File: config.mk
export PLATFORM = sky130hd
export DESIGN_NAME = scale_tone_gen
export DESIGN_NICKNAME = d
export VERILOG_FILES = /design/src/rtl/tone_pkg.sv /design/src/rtl/half_period_counter.sv /design/src/rtl/scale_tone_gen.sv
export SDC_FILE = /design/constraint.sdc
export NUM_CORES = 1
export LEC_CHECK = 0
export BUFFER_PORTS_ARGS = -buffer_cell sky130_fd_sc_hd__buf_2
export CORE_MARGIN = 2
export CORE_UTILIZATION = 42
export DETAILED_ROUTE_END_ITERATION = 8
export PLACE_DENSITY = 0.67
export SLEW_MARGIN = 40
export SYNTH_ARGS = -nofsm -noshare
export SYNTH_HDL_FRONTEND = slang
export SYNTH_SLANG_ARGS = --single-unit
File: constraint.sdc
create_clock -name sysclk -period 2.3 [get_ports sysclk]
set_input_delay 0.115 -clock sysclk [delete_from_list [all_inputs] [get_ports sysclk]]
set_output_delay 0.115 -clock sysclk [all_outputs]
set_load 0.005 [all_outputs]
File: src/rtl/tone_pkg.sv
// Shared definitions for the scale-driven square-wave generator and the
// frequency-adjust block that feeds it.
package tone_pkg;

    // Width of the Scale word exchanged with the adjust block.
    localparam int TONE_SCALE_W  = 6;

    // Default number of sysclk cycles per scale unit.
    localparam int TONE_BASE_DIV = 4;

    // Generator FSM encoding.
    typedef logic [1:0] state_t;
    localparam state_t ST_IDLE = 2'd0;
    localparam state_t ST_HIGH = 2'd1;
    localparam state_t ST_LOW  = 2'd2;

endpackage

File: src/rtl/half_period_counter.sv
// Up-counter timing one half-period of the tone. It raises a terminal-count
// flag when the count equals the supplied terminal value (H-1) and is
// returned to zero by a synchronous clear.
module half_period_counter #(
    parameter int CNT_W = 16
) (
    input  logic             clk,
    input  logic             srst,
    input  logic             clear,
    input  logic [CNT_W-1:0] term,
    output logic             tc
);

    logic [CNT_W-1:0] count_reg;

    // Count every cycle; clear restarts the half-period at zero.
    always_ff @(posedge clk) begin
        if (srst || clear) begin
            count_reg <= '0;
        end else begin
            count_reg <= count_reg + CNT_W'(1);
        end
    end

    assign tc = (count_reg == term);

endmodule

File: src/rtl/scale_tone_gen.sv
// Square-wave generator driven by the Scale word. The half-period is
// (ScaleActive + 1) * BASE_DIV cycles; new Scale values are taken only at
// full-period boundaries so the output never produces a runt phase.
module scale_tone_gen
    import tone_pkg::*;
#(
    parameter int SCALE_W  = TONE_SCALE_W,
    parameter int BASE_DIV = TONE_BASE_DIV,
    parameter int CNT_W    = 16
) (
    input  logic               sysclk,
    input  logic               reset,
    input  logic               Enable,
    input  logic [SCALE_W-1:0] Scale,
    output logic               Tone,
    output logic               Tick,
    output logic [SCALE_W-1:0] ScaleActive
);

    // One extra bit so that (2^SCALE_W) * BASE_DIV == 2^CNT_W does not wrap
    // before the terminal value H-1 is formed.
    localparam logic [CNT_W:0] BASE_DIV_W = (CNT_W+1)'(BASE_DIV);
    localparam logic [CNT_W:0] ONE_W      = (CNT_W+1)'(1);

    state_t             state_reg;
    logic               tone_reg;
    logic               tick_reg;
    logic [SCALE_W-1:0] scale_active_reg;

    logic [CNT_W:0]     half_period;
    logic [CNT_W-1:0]   term;
    logic               tc;
    logic               cnt_clear;

    // Half-period length and its terminal count from the latched scale.
    always_comb begin
        half_period = ((CNT_W+1)'(scale_active_reg) + ONE_W) * BASE_DIV_W;
        term        = CNT_W'(half_period - ONE_W);
    end

    // Hold the counter at zero while idle and restart it at every phase end.
    assign cnt_clear = (state_reg == ST_IDLE) || tc;

    half_period_counter #(
        .CNT_W (CNT_W)
    ) u_half_period_counter (
        .clk   (sysclk),
        .srst  (reset),
        .clear (cnt_clear),
        .term  (term),
        .tc    (tc)
    );

    // Generator FSM: start/restart latches Scale and raises Tone with Tick.
    always_ff @(posedge sysclk) begin
        if (reset) begin
            state_reg        <= ST_IDLE;
            tone_reg         <= 1'b0;
            tick_reg         <= 1'b0;
            scale_active_reg <= '0;
        end else begin
            tick_reg <= 1'b0;
            case (state_reg)
                ST_IDLE: begin
                    if (Enable) begin
                        scale_active_reg <= Scale;
                        state_reg        <= ST_HIGH;
                        tone_reg         <= 1'b1;
                        tick_reg         <= 1'b1;
                    end else begin
                        tone_reg <= 1'b0;
                    end
                end
                ST_HIGH: begin
                    if (tc) begin
                        state_reg <= ST_LOW;
                        tone_reg  <= 1'b0;
                    end
                end
                ST_LOW: begin
                    if (tc) begin
                        if (Enable) begin
                            scale_active_reg <= Scale;
                            state_reg        <= ST_HIGH;
                            tone_reg         <= 1'b1;
                            tick_reg         <= 1'b1;
                        end else begin
                            state_reg <= ST_IDLE;
                        end
                    end
                end
                default: begin
                    state_reg <= ST_IDLE;
                    tone_reg  <= 1'b0;
                end
            endcase
        end
    end

    assign Tone        = tone_reg;
    assign Tick        = tick_reg;
    assign ScaleActive = scale_active_reg;

endmodule

== Word-level counts from Yosys, hierarchy flattened ==
Cells that the tools add are included.
Storage, ports and cells
  bits of input ports: 9
  word-level logic and storage cells: 37
  register bits after elaboration: 26
  output and inout bits: 8
Cells by class
  multiplexer cells: 15
  add/subtract/negate cells: 3
  equal/unequal tests: 7
  reduce and logical (&&, ||, !) cells: 7
Operators by type and width (count)
  $add 16x1->16 const B: 1
  $eq 16x16->1: 1
  $mux 6: 2
  $pmux 6 s2: 1
  $sub 9x1->10 const B: 1
  $ne 2x2->1 const B: 4
  $add 6x1->7 const B: 1
  $mux 1: 6
  $mux 2: 3
  $pmux 2 s3: 1
  $reduce_and 3->1: 2
  $pmux 1 s3: 1
  $eq 2x1->1 const B: 1
  $eq 2x2->1 const B: 1
  $logic_not 2->1: 1
  $logic_or 1x1->1: 2
  $pmux 1 s2: 1
  $reduce_and 2->1: 1
  $reduce_bool 2->1: 1

== Logic depth before layout (Yosys ltp) ==
  word-level depth: 5
  gate-level depth with buffers: 9
  depth with buffers taken out: 8

== Cells and area by module ==
Synthesis repeated with hierarchy kept, for this count alone.
Unflattened totals
  cell total of the unflattened synthesis: 170
  area, all modules: 1491.4 um^2
Modules (own cells, without submodules)
  half_period_counter: instances 1, cells each 104, area an instance 910.9 um^2
  scale_tone_gen: instances 1, cells each 66, area an instance 580.6 um^2

== Worst setup path before layout ==
OpenSTA, ideal clock, no wires.
  kind: reg2reg
  from: register scale_active_reg[1] (netlist: ScaleActive[1])
  to: register scale_active_reg[0] (netlist: ScaleActive[0])
  path slack: -0.253 ns
  arrival: 2.481 ns
  library setup time: 0.072 ns
  required time: 2.228 ns
  cell stages (with the launch flop): 9
  path through: dfxtp_1 > ha_1 > xnor2_1 > nand3b_1 > nor2_1 > xor2_1 > mux2_4 > o41ai_4 > mux2i_1
Between the ends
  cells in the longest elaborated chain, start to end: 5
RTL lines
  from (decl): RTL line scale_tone_gen.sv:28  | logic [SCALE_W-1:0] scale_active_reg;
  from (signal assigned): RTL line scale_tone_gen.sv:66  | scale_active_reg <= Scale;
  from (signal assigned): RTL line scale_tone_gen.sv:83  | scale_active_reg <= Scale;
  $add 6x1->7: RTL line scale_tone_gen.sv:37  | half_period = ((CNT_W+1)'(scale_active_reg) + ONE_W) * BASE_DIV_W;
  $sub 9x1->10: RTL line scale_tone_gen.sv:38  | term = CNT_W'(half_period - ONE_W);
  $eq 16x16->1: RTL line half_period_counter.sv:25  | assign tc = (count_reg == term);
  $ne 2x2->1 (no line)
  $reduce_and 2->1 (no line)
No other way between the ends.
A chain may end at the register's enable or synchronous reset.

== Worst setup path after layout ==
  from: register scale_active_reg[1] (netlist: ScaleActive[1])
  to: register scale_active_reg[2] (netlist: ScaleActive[2])
Same word-level chain as after synthesis.

==> flow_summary.yaml <==
worst_setup_path:
  worstSetupPathType: "reg2reg"
  startpoint_type: "register"
  path_cells: "buf_12 -> a311oi_4 -> a41oi_2 -> nor2_4 -> xor2_2 -> mux2_4 -> o41ai_4 -> buf_6 -> mux2i_1"
  ff2ff_path_depth: 9
  crit_path_end: "ScaleActive[2]"
  path_depth: 9
  required_ns: 2.56
  reg2reg_to: "ScaleActive[2]"
  critPathBufInv: 2
  end_kind: "register"
  crit_fanout: 8
  cp_top_family: "compound AO/OA/AOI/OAI gates"
  crit_path_top_delay_cell: "dfxtp_4"
  r2r-start: "ScaleActive[1]"
  worstSetupStartpoint: "ScaleActive[1]"
  cp.arrival_ns: 2.60
  r2r_slack_ns: -0.03
  cpPeakStageDelay_ns: 0.39
global_routing:
  grt_pass1_vias: 1188
  antenna_found_initial: 0
  grt.total_usage_pct: 16.0
  grt_max_degree: 17
  grt_pass1_wl_microns: 5210
  overflow: 0
place:
  dp.final_hpwl_microns: 2130
  port-buffer-count: 16
  place_ws_ns: -0.0775
  gp_congestion: 0.880
  post_dp_cell_area_sq_um: 1660
logic_synthesis:
  synth_top_family_by_area: "simple AND/OR/NAND/NOR gates"
  synth.area.top_cells: "dfxtp_1 (34%), xnor2_1 (9.9%), nor2_1 (7.2%)"
  synth_compound_area_share_pct: 10.8
  synth-seq-cells: 26
  syn_area_sq_um: 1510
  syn_nets: 189
  synth_top_area_share_pct: 34.4
  synth_largest_area_cell: "dfxtp_1"
  ys_warn_count: 0
  synthXorXnorAreaFrac_pct: 15.6
  seq_area_frac_synth_pct: 34.4
  syn-instance-count: 178
  synth_edf_count: 0
  yosys.cell_types.count: 43
  synth.avg_cell_area_sq_um: 8.49
  synthSimpleGateAreaFrac_pct: 26.3
  synth-main-ff-cell: "dfxtp_1"
  synthMuxAreaShare_pct: 5.63
  synth_fa_ha_area_share_pct: 1.66
  async_reset_ff_share_pct: 0
clocking:
  insertion_delay_ns: 0.33
  cts_max_path_buffers: 2
  tritoncts: "done"
  cts_made_buffers: 3
  cts_max_level: 1
  clk_pin_slew_ns: 0.14
  cts_root_buf: "clkbuf_4"
  clock_sinks: 26
floorplan:
  rows: 21
  fp.dieW_microns: 64.0
  start_util_pct: 44.6
  core-area_sq_um: 3390
  pin_count: 17
  die_y_microns: 64.0
  dieArea_sq_um: 4090
drt:
  vias: 1258
  via_per_inst: 5.07
  wl_per_cell_microns: 12.6
  drc_errors: 0
  wirelength_microns: 3140
  first_pass_iters: 4
  ant_nets: 0
  drtIter0Drc: 100
timing:
  setup_tns_ns: -0.222
  rsz0062_at_grt: "yes"
  maxSlewViolCount: 0
  skew_ns: 0.00516
  hold_violations: 0
  slew_headroom_pct: 69.8
  fin_crit_sh_pct: 102
  fin_crit_ns: 2.33
  finalSetupViolations: 20
  fmax_mhz: 428
  worstMarginPinSlew_ns: 0.452
  fin_ws_ns: -0.0349
run:
  max_cap_viol_count: 0
power_and_ir_drop:
  p_per_area_nw_per_um2: 465
  leakage_nw: 0.690
  ir_worst_vdd_v: 0.000203
final_layout:
  design_area_sq_um: 1880
  syn2layout_area_growth_pct: 24.2
  layout_common_cells: "nor2_1 (28), nand2_1 (22), dfxtp_1 (21)"
  largest_reg_flops: 16
  fillers: 297
  final_nets: 214
  n_antenna_cell: 0
  drive_gt1_share_pct: 29.2
  layout_commonest_cell: "nor2_1"
run_status:
  status: "finished with violations"
  violations: "setup timing"
hold_path:
  hp-class: "in2reg"
-- layout make-up --
| type | count | area [sq um] | share of cell area, % |
|---|---|---|---|
| clock buffer | 4 | 36.3 | 1.93 |
| tap | 46 | 57.6 | 3.07 |
| timing repair buffer | 29 | 208 | 11.1 |
| sequential | 26 | 534 | 28.5 |
| multi-input combinational | 137 | 1020 | 54.3 |
| inverter | 6 | 22.5 | 1.20 |
-- stage by stage --
stage               hold WS (ns)  total power (W)  std cells  util [%]
floorplan                  0.184         0.000574        178         -
global placement           0.319         0.000602        237      49.1
detailed placement         0.328         0.000607        237      49.1
CTS                      0.00556         0.000862        248      53.5
global route             0.00484         0.000916        248      55.4
finish                   0.00185         0.000872        248      55.4
-- worst min path at each step --
stage / startpoint / endpoint / slack, ns / depth (start not counted)
2_1_floorplan: reset / state_reg[1] / 0.18 / 1
3_3_place_gp: reset / state_reg[1] / 0.32 / 2
3_5_place_dp: reset / state_reg[1] / 0.33 / 2
4_1_cts: Scale[0] / ScaleActive[0] / 0.006 / 3
5_1_grt: Scale[0] / ScaleActive[0] / 0.005 / 3
6_report: Scale[0] / ScaleActive[0] / 0.002 / 3
-- kinds of logic after synthesis --
group	after synthesis
muxes	8
adders and majority gates	2
DFF	26
and+or+nand+nor	84
AOI/OAI and AO/OA	17
buffers and inverters	15
xor gates and xnor gates	26
-- what timing repair did --
action	CTS	global route
pin swaps	5	3
endpoints found under the hold margin	1	0
buffers inserted	5	1
hold buffers	1	0
gates resized for setup	15	14
endpoints found under the setup margin	8	26
gates cloned	1	0
-- power breakdown --
| group | leakage (nW) | internal [W] | switching (W) | total, W |
|---|---|---|---|---|
| registers | 0.214 | 0.000462 | 0.0000228 | 0.000485 |
| logic | 0.455 | 0.0000806 | 0.0000705 | 0.000151 |
| clock network | 0.0210 | 0.0000970 | 0.000139 | 0.000236 |
-- routing by layer --
layer / global-route usage, % / part of all wire (%)
met2: 25.8 / 49
met5: 0 / 0
met4: 5.71 / 1.2
met3: 2.64 / 2.6
met1: 21.4 / 47
-- cell usage after synthesis, types with 3 or more instances --
library cell  instances
inv_1                 6
clkbuf_1              3
buf_6                 3
xnor2_1              17
mux2i_1               7
dfxtp_1              26
nor3_1                4
xor2_1                8
nand2_1              22
and3_1                3
nor2_1               29
nand3_1              10
-- worst min-delay path: stages --
cell and delay (ns):
buf_2 0.10, nand2_1 0.04, mux2i_1 0.05
No activity file was read; power rests on OpenSTA's default activity.
